## src/rtl/alu_seq.sv

```systemverilog
// Sequential ALU: single-cycle ADD/SUB/ADDU/SUBU/ROL/ROR, iterative MUL/DIV,
// valid/ready on both sides, NZCVGQOP flag vector registered with the result.
module alu_seq #(
  parameter int WIDTH = 8
) (
  input  logic             clk,
  input  logic             rst_n,
  input  logic             in_valid,
  output logic             in_ready,
  input  logic [2:0]       opcode,
  input  logic [WIDTH-1:0] a_in,
  input  logic [WIDTH-1:0] b_in,
  output logic             out_valid,
  input  logic             out_ready,
  output logic [WIDTH-1:0] result,
  output logic [7:0]       flags,
  output logic             busy
);

  localparam int SHW = $clog2(WIDTH);
  localparam logic [WIDTH-1:0] W_VEC = WIDTH'(WIDTH);

  typedef enum logic [1:0] {IDLE, BUSY, DONE} state_t;
  typedef enum logic [2:0] {
    OP_ADD, OP_SUB, OP_ADDU, OP_SUBU, OP_ROL, OP_ROR, OP_MUL, OP_DIV
  } op_t;

  state_t               state_q, state_d;
  op_t                  op_q;
  logic [WIDTH-1:0]     a_q, b_q;
  logic [SHW-1:0]       cnt_q;
  logic [2*WIDTH-1:0]   p_q, p_nxt;
  logic                 accept, is_iter, last_iter;
  logic [WIDTH-1:0]     s_r, f_r, b_mod;
  logic                 s_c, s_v, f_c, f_v;
  logic [WIDTH:0]       sum, diff, mul_sum;
  logic [WIDTH+1:0]     trial;
  logic [WIDTH-1:0]     rem_n;

  // Flag vector from the final result and the captured operands
  function automatic logic [7:0] mk_flags(input logic [WIDTH-1:0] r, a, b,
                                          input logic c, v);
    logic [SHW:0] pop;
    pop = '0;
    for (int unsigned i = 0; i < WIDTH; i++) pop = pop + (SHW+1)'(r[i]);
    return {r[WIDTH-1], r == '0, c, v, a > b, a == b, r[0],
            pop == (SHW+1)'(WIDTH/2)};
  endfunction

  assign in_ready  = (state_q == IDLE) | ((state_q == DONE) & out_ready);
  assign accept    = in_valid & in_ready;
  assign is_iter   = (opcode == OP_MUL) | (opcode == OP_DIV);
  assign last_iter = (cnt_q == SHW'(WIDTH-1));
  assign out_valid = (state_q == DONE);
  assign busy      = (state_q == BUSY);

  // Single-cycle operations, evaluated on the live inputs in the accept cycle
  always_comb begin
    sum   = {1'b0, a_in} + {1'b0, b_in};
    diff  = {1'b0, a_in} - {1'b0, b_in};
    b_mod = b_in % W_VEC;
    s_r   = sum[WIDTH-1:0];
    s_c   = 1'b0;
    s_v   = 1'b0;
    case (op_t'(opcode))
      OP_ADD: begin
        s_r = sum[WIDTH-1:0];
        s_c = sum[WIDTH];
        s_v = (a_in[WIDTH-1] == b_in[WIDTH-1]) & (s_r[WIDTH-1] != a_in[WIDTH-1]);
      end
      OP_SUB: begin
        s_r = diff[WIDTH-1:0];
        s_c = diff[WIDTH];
        s_v = (a_in[WIDTH-1] != b_in[WIDTH-1]) & (s_r[WIDTH-1] != a_in[WIDTH-1]);
      end
      OP_ADDU: begin
        s_c = sum[WIDTH];
        s_r = sum[WIDTH] ? '1 : sum[WIDTH-1:0];
      end
      OP_SUBU: begin
        s_c = diff[WIDTH];
        s_r = diff[WIDTH] ? '0 : diff[WIDTH-1:0];
      end
      // Last bit rotated out lands in R[0] (ROL) or R[MSB] (ROR); an amount
      // of zero leaves A untouched because A >> WIDTH is zero.
      OP_ROL: begin
        s_r = (a_in << b_mod) | (a_in >> (W_VEC - b_mod));
        s_c = (b_mod != '0) & s_r[0];
      end
      OP_ROR: begin
        s_r = (a_in >> b_mod) | (a_in << (W_VEC - b_mod));
        s_c = (b_mod != '0) & s_r[WIDTH-1];
      end
      default: ;
    endcase
  end

  // One MUL (shift-add) or DIV (restoring) step on the shared {hi, lo} register
  always_comb begin
    mul_sum = {1'b0, p_q[2*WIDTH-1:WIDTH]} + (p_q[0] ? {1'b0, a_q} : '0);
    trial   = {1'b0, p_q[2*WIDTH-1:WIDTH], p_q[WIDTH-1]} - {2'b00, b_q};
    rem_n   = trial[WIDTH+1] ? {p_q[2*WIDTH-2:WIDTH], p_q[WIDTH-1]}
                             : trial[WIDTH-1:0];
    if (op_q == OP_MUL) p_nxt = {mul_sum, p_q[WIDTH-1:1]};
    else                p_nxt = {rem_n, p_q[WIDTH-2:0], ~trial[WIDTH+1]};
    f_r = p_nxt[WIDTH-1:0];
    f_c = (op_q == OP_MUL) & (p_nxt[2*WIDTH-1:WIDTH] != '0);
    f_v = (op_q == OP_DIV) & (b_q == '0);
  end

  // State register
  always_ff @(posedge clk or negedge rst_n) begin
    if (!rst_n) state_q <= IDLE;
    else        state_q <= state_d;
  end

  // Next-state logic; DONE can chain directly into a new op when accepting
  always_comb begin
    state_d = state_q;
    case (state_q)
      IDLE:    if (accept) state_d = is_iter ? BUSY : DONE;
      BUSY:    if (last_iter) state_d = DONE;
      DONE: begin
        if (accept)         state_d = is_iter ? BUSY : DONE;
        else if (out_ready) state_d = IDLE;
      end
      default: state_d = IDLE;
    endcase
  end

  // Operand capture, iteration and result/flag registers
  always_ff @(posedge clk or negedge rst_n) begin
    if (!rst_n) begin
      op_q   <= OP_ADD;
      a_q    <= '0;
      b_q    <= '0;
      cnt_q  <= '0;
      p_q    <= '0;
      result <= '0;
      flags  <= '0;
    end else if (accept) begin
      op_q  <= op_t'(opcode);
      a_q   <= a_in;
      b_q   <= b_in;
      cnt_q <= '0;
      if (opcode == OP_MUL)      p_q <= {{WIDTH{1'b0}}, b_in};
      else if (opcode == OP_DIV) p_q <= {{WIDTH{1'b0}}, a_in};
      else begin
        result <= s_r;
        flags  <= mk_flags(s_r, a_in, b_in, s_c, s_v);
      end
    end else if (state_q == BUSY) begin
      p_q   <= p_nxt;
      cnt_q <= cnt_q + SHW'(1);
      if (last_iter) begin
        result <= f_r;
        flags  <= mk_flags(f_r, a_q, b_q, f_c, f_v);
      end
    end
  end

endmodule

```

## config.mk

```make
export PLATFORM = sky130hd
export DESIGN_NAME = alu_seq
export DESIGN_NICKNAME = d
export VERILOG_FILES = /design/src/rtl/alu_seq.sv
export SDC_FILE = /design/constraint.sdc
export NUM_CORES = 1
export LEC_CHECK = 0
export CAP_MARGIN = 20
export CORE_MARGIN = 3
export CORE_UTILIZATION = 50
export CTS_CLUSTER_SIZE = 12
export DETAILED_ROUTE_END_ITERATION = 12
export PLACE_DENSITY = 0.82
export SLEW_MARGIN = 15
export SYNTH_ARGS = -nofsm -noshare
export SYNTH_HDL_FRONTEND = slang
export SYNTH_SLANG_ARGS = --single-unit
```

## constraint.sdc

```tcl
create_clock -name clk -period 4.8 [get_ports clk]
set_clock_uncertainty 0.05 [all_clocks]
set_input_delay 0.96 -clock clk [delete_from_list [all_inputs] [get_ports clk]]
set_output_delay 0.96 -clock clk [all_outputs]
set_load 0.01 [all_outputs]
```

==> flow_summary.yaml, run 1 <==
run_status:
  outcome: "complete, but fails checks"
  violations: "negative setup slack"
drt:
  drt-wirelength-per-cell_microns: 18.8
  drt_iter0_drc: 813
  drt_pre_antenna_iters: 5
  routed_via_density: 6.16
  drtAntennaViolNets: 0
  finalWirelength_mm: 20.5
  drc: 0
  num_vias: 6705
die:
  chipWidth_microns: 117
  die-area_sq_mm: 0.0136
  ioPinCount: 42
  initial_core_util: 0.524
  rows: 39
  core_area_sq_mm: 0.0117
  die_h_microns: 117
global_route:
  overflow: 0
  grt.total_usage: 0.307
  antenna_found_initial: 0
  grt_pass1_wl_mm: 32.9
  grt_pass1_vias: 6519
  grt_start_max_net_pins: 55
place:
  hpwl_mm: 15.7
  place_inst: 1070
  gp_congestion: 1.00
  place.port_buffers: 41
  dp_worst_setup_slack_ns: -1.21
  place_area_sq_mm: 0.00778
setup_path:
  cp-endpoint: "flags[0]"
  reg2reg_from: "b_q[1]"
  critPathKind: "input port to flip-flop"
  arrival_ns: 5.37
  rr_endpoint: "flags[0]"
  rrSetupSlack_ns: 0.05
  end_kind: "flip-flop"
  start_kind: "input port"
  critPathMaxFanout: 2
  rr_worst_depth: 20
  worstSetupStartpoint: "a_in[0]"
  worstPathRequired_ns: 4.97
clocking:
  cts_root_buffer: "clkbuf_16"
  clock_latency_ns: 0.30
  holdBufCountCts: 0
  path_clk_slew_ns: 0.06
  cts.sinks: 54
  cts_tree: "built"
  clockBufferDepth: 2
  cts_made_buffers: 5
  cts_htree_levels: 2
layout:
  drive_gt1_frac: 0.276
  utilization: 0.709
  syn_to_final_growth_pct: 35.4
  layout.nets: 1036
  antenna_cells: 0
  final_cells: 1088
  stdcell_area_sq_mm: 0.00827
  fillers: 866
synthesis:
  synth.distinct_cells: 75
  yosysWarnings: 0
  ys.flop_type: "dfrtp_1"
  syn-cell-area_sq_mm: 0.00611
  yosysSeqAreaShare: 0.221
  ys_ff_latch: 54
  async_flop_share: 1.00
  post_synth.cell_area_avg_sq_um: 7.89
  syn_inst: 774
  syn_nets: 866
  synth-edff-count: 0
timing:
  maxSlewHeadroom: 0.377
  fin_ws_ns: -0.408
  final.setup.tns_ns: -0.408
  setup_viol: 1
  rsz0062_at_grt: "yes"
  tightest_slew_ns: 0.910
  timing.final.crit_share: 1.08
  slew_violations: 0
  fmax_ghz: 0.192
  holdWs_ns: 0.439
  hold_viol: 0
  period_minus_slack_ns: 5.21
flow_run:
  maxCapViolCount: 0
power:
  leakage_nw: 3.90
  vdd_drop_max_uv: 278
  p_total_mw: 3.43
  power.density_mw_per_mm2: 414
hold_path:
  min_path_type: "flip-flop to flip-flop"
-- synthesized netlist by cell type, drive strengths merged (4+ instances only) --
master / n / area, sq um
o31ai: 5 / 37.5
and2: 12 / 77.6
nand2: 88 / 330
o22ai: 9 / 56.3
a221o: 4 / 40.0
o21a: 5 / 37.5
nor3: 25 / 125
xor2: 6 / 52.6
o32ai: 4 / 35.0
inv: 55 / 206
buf: 13 / 75.1
xnor2: 5 / 43.8
a32oi: 4 / 35.0
clkbuf: 40 / 150
o22a: 4 / 35.0
o21bai: 4 / 30.0
o31a: 4 / 35.0
a21oi: 52 / 275
a211o: 4 / 35.0
nor2: 49 / 184
o21ai: 72 / 360
mux2i: 32 / 320
and3: 5 / 32.5
nand4: 8 / 50.1
mux4: 6 / 135
fa: 12 / 240
dfrtp: 54 / 1350
a31oi: 8 / 50.1
a21o: 5 / 37.5
ha: 57 / 713
o221ai: 5 / 43.8
o211ai: 6 / 45.0
nor2b: 14 / 87.6
a211oi: 7 / 52.6
a22o: 10 / 87.6
nand3: 15 / 75.1
nand2b: 14 / 87.6
-- cell type report --
type / instances / area (sq um) / share of cell area
multi-input cells: 612 / 4610 / 0.557
well taps: 143 / 179 / 0.0216
flip-flops and latches: 54 / 1350 / 0.163
inverters: 55 / 211 / 0.0256
repair buffers: 216 / 1740 / 0.211
clock buffers: 6 / 139 / 0.0168
clock inverters: 2 / 38.8 / 0.00469
-- layout by cell type (no fill, tap or decap), drive strengths merged, types with 5 or more instances in the layout --
master | synthesis | routed
buf | 13 | 178
nand2 | 88 | 88
o21ai | 72 | 72
ha | 57 | 57
inv | 55 | 56
dfrtp | 54 | 54
a21oi | 52 | 52
nor2 | 49 | 49
mux2i | 32 | 32
nor3 | 25 | 25
clkdlybuf4s50 | 0 | 24
nand3 | 15 | 15
nor2b | 14 | 14
nand2b | 14 | 14
and2 | 12 | 12
fa | 12 | 12
clkbuf | 40 | 11
a22o | 10 | 10
o22ai | 9 | 9
nand4 | 8 | 8
dlygate4sd2 | 0 | 8
a31oi | 8 | 8
a211oi | 7 | 7
o211ai | 6 | 6
xor2 | 6 | 6
mux4 | 6 | 6
a21o | 5 | 5
o21a | 5 | 5
o221ai | 5 | 5
o31ai | 5 | 5
xnor2 | 5 | 5
and3 | 5 | 5
-- layer usage --
| layer | global-route usage | vias to the layer above | wire [microns] |
|---|---|---|---|
| li1 | - | 3139 | - |
| met1 | 0.411 | 3158 | 8480 |
| met2 | 0.505 | 337 | 9620 |
| met3 | 0.0451 | 71 | 1540 |
| met4 | 0.115 | 0 | 828 |
| met5 | 0 | - | 0 |
-- logic make-up (layout without fill, tap and decap cells) --
group,Yosys count,in the layout,synth area share
simple gates,254,254,0.202
mux,41,41,0.0801
xor+xnor,11,11,0.0158
flops,54,54,0.221
fa+ha+maj,69,69,0.156
buf+inv,108,279,0.0707
compound gates,237,237,0.254
-- worst min path at each step --
stage               from        end  slack, ns  cells past startpoint
2_1_floorplan    op_q[1]    op_q[1]       0.40                      2
3_3_place_gp     op_q[1]    op_q[1]       0.41                      2
3_5_place_dp   result[6]  result[6]       0.42                      1
4_1_cts        result[6]  result[6]       0.43                      1
5_1_grt        result[6]  result[6]       0.45                      1
6_report       result[6]  result[6]       0.44                      1
-- flip-flops by register name, indices dropped and copies added (netlist names) --
signal,cells
a_q,8
b_q,8
cnt_q,3
flags,6
op_q,3
p_q,16
result,8
state_q,2
-- power by group --
group          switching, mW  internal, mW
combinational           1.22          1.03
sequential             0.134         0.605
clock                  0.176         0.263
-- worst max-delay path, cell delays in order --
cell and delay, ns:
buf_6 0.10, inv_4 0.06, ha_4 0.13, inv_2 0.05
fa_2 0.36, nand3_2 0.09, a21oi_2 0.06, or4_4 0.48
and2_4 0.17, a221oi_4 0.30, inv_2 0.06, fa_1 0.51
inv_1 0.06, fa_1 0.51, fa_1 0.44, inv_1 0.07
ha_2 0.18, inv_2 0.04, fa_2 0.51, nand4b_1 0.10
a31oi_1 0.13
-- timing repair --
action | 4_1_cts | 5_1_grt
pin swaps | 16 | 16
buffers inserted | 5 | 5
endpoints found under the setup margin | 1 | 1
resized for setup | 62 | 32
Note: power is estimated with default switching activity, not from simulation.
==> run 2: changes to the inputs <==
CELL_PAD_IN_SITES_DETAIL_PLACEMENT = 1   (was not set)
CELL_PAD_IN_SITES_GLOBAL_PLACEMENT = 2   (was not set)
CORE_UTILIZATION = 42   (was 50)
DONT_BUFFER_PORTS = 1   (was not set)
PLACE_DENSITY = 0.95   (was 0.82)
clock period = 6.4 ns   (was 4.8 ns; I/O delays follow)
==> run 2 against run 1 <==
  * The run now ends clean
  * Die area rose by 18%
  * First-iteration DRC count fell by 46%
  * Critical path type unchanged
  * Highest routed layer unchanged
  * Critical path depth did not move
  * Global-route usage fell by 3.4 points
  * Via count fell by 11%
  * Worst hold slack improved by 0.0051 ns
  * Clock power fell by 37%
  * Largest cell class unchanged
  * Power fell by 33%
==> flow_summary.yaml, run 2 (synthesis results as in run 1) <==
place:
  gp_congestion: 0.993
  place_area_sq_mm: 0.00624
  hpwl_mm: 16.6
  dp_worst_setup_slack_ns: 0.158
  place.port_buffers: 0
timing:
  timing.final.crit_share: 0.922
  slew_violations: 0
  fmax_ghz: 0.169
  final.setup.tns_ns: 0
  period_minus_slack_ns: 5.90
  setup_viol: 0
  fin_ws_ns: 0.496
  maxSlewHeadroom: 0.347
  hold_viol: 0
  rsz0062_at_grt: "no"
  tightest_slew_ns: 0.954
drt:
  drt_pre_antenna_iters: 5
  finalWirelength_mm: 21.6
  drt-wirelength-per-cell_microns: 23.3
  drtAntennaViolNets: 0
  num_vias: 5953
  drc: 0
  drt_iter0_drc: 439
  routed_via_density: 6.43
clocking:
  clockBufferDepth: 2
  clock_latency_ns: 0.30
  holdBufCountCts: 0
  cts_root_buffer: "clkbuf_16"
  cts.sinks: 54
  cts_tree: "built"
  path_clk_slew_ns: 0.07
  cts_resized: 0
  postCtsSetupBuffers: 0
  cts_made_buffers: 5
  cts_htree_levels: 2
setup_path:
  end_kind: "flip-flop"
  critPathKind: "input port to flip-flop"
  worstPathRequired_ns: 6.58
  critPathMaxFanout: 10
  start_kind: "input port"
  arrival_ns: 6.08
power:
  power.internal_mw: 1.18
  switching_power_mw: 1.13
  leakage_nw: 2.92
  clkPwrFrac: 0.120
  power.density_mw_per_mm2: 360
  pwr-share-seq: 0.256
  vdd_drop_max_uv: 130
  p_total_mw: 2.31
  p_comb_frac: 0.624
  swShare: 0.488
die:
  core_area_sq_mm: 0.0140
  die_h_microns: 127
  initial_core_util: 0.435
  rows: 43
  die-area_sq_mm: 0.0160
  ioPinCount: 42
  chipWidth_microns: 127
layout:
  drive_gt1_frac: 0.0630
  layout.nets: 838
  final_cell_mix: "88 x nand2_1, 71 x o21ai_0, 57 x ha_1"
  largest_register_ffs: 16
  layout_commonest_cell: "nand2_1"
  utilization: 0.456
  regMostFlops: "p_q"
  antenna_cells: 0
  syn_to_final_growth_pct: 4.73
  stdcell_area_sq_mm: 0.00640
  fillers: 1741
global_route:
  grt_pass1_wl_mm: 35.2
  antenna_found_initial: 0
  grt_pass1_vias: 6315
  overflow: 0
  grt.total_usage: 0.273
  grt_start_max_net_pins: 55
run_status:
  outcome: "completed"
hold_path:
  min_path_type: "flip-flop to flip-flop"
flow_run:
  maxCapViolCount: 0
run 2: changes by cell type in the layout (fill, tap and decap cells not counted), moves of 5 or more:
cell,delta
buf_4,-149
buf_6,-6
clkbuf_2,-5
clkdlybuf4s50_1,-24
dlygate4sd2_1,-8
ha_1,+13
ha_4,-10
inv_1,+13
inv_2,-11
mux2i_1,+5
run 2: final cells by class:
cell class,instances,area (sq um),share of cell area
clock inverters,2,13.8,0.00215
repair buffers,18,135,0.0211
multi-input cells,612,4340,0.678
clock buffers,5,125,0.0196
inverters,55,206,0.0323
flip-flops and latches,54,1350,0.211
well taps,180,225,0.0352
run 2: per-layer routing:
metal,up-vias,track usage,wire length [microns]
li1,2733,-,-
met1,2992,0.361,9340
met2,181,0.464,10500
met3,47,0.0371,986
met4,0,0.0890,694
met5,-,0,0
run 2: worst paths after layout:
| path | from | to | slack [ns] | cells after the start |
|---|---|---|---|---|
| min reg2reg | op_q[1] | op_q[1] | 0.44 | 2 |
| min | op_q[1] | op_q[1] | 0.44 | 2 |
| max in group asynchronous | rst_n | p_q[7] | 5.56 | 0 |
| max reg2reg | p_q[9] | flags[0] | 1.35 | 19 |
| max | a_in[0] | flags[0] | 0.50 | 21 |
| min in group asynchronous | rst_n | cnt_q[1] | 0.61 | 0 |
run 2: worst max-delay path: stages:
cell	delay, ns
inv_1	0.06
ha_1	0.14
inv_1	0.05
fa_1	0.42
nand3_1	0.17
a21oi_2	0.09
or4_4	0.51
and2_4	0.17
a221oi_1	0.40
inv_1	0.13
fa_1	0.53
inv_1	0.05
fa_1	0.49
fa_1	0.42
inv_1	0.07
ha_1	0.16
inv_1	0.06
fa_1	0.37
o21ai_0	0.19
nand4b_1	0.11
a31oi_1	0.20
run 2: per-stage QoR:
| step | hold slack (ns) | std cells |
|---|---|---|
| after floorplan | 0.400 | 774 |
| after global placement | 0.413 | 918 |
| after detailed placement | 0.431 | 918 |
| after CTS | 0.445 | 925 |
| after global routing | 0.493 | 926 |
| final | 0.444 | 926 |
run 2: power groups by stage:
stage / combinational, mW / clock, mW / sequential [mW]
6_report: 1.44 / 0.276 / 0.590
5_1_grt: 1.64 / 0.294 / 0.606
2_1_floorplan: 1.05 / 0 / 0.547
4_1_cts: 1.43 / 0.281 / 0.590
3_3_place_gp: 1.30 / 0 / 0.588
3_5_place_dp: 1.41 / 0 / 0.595
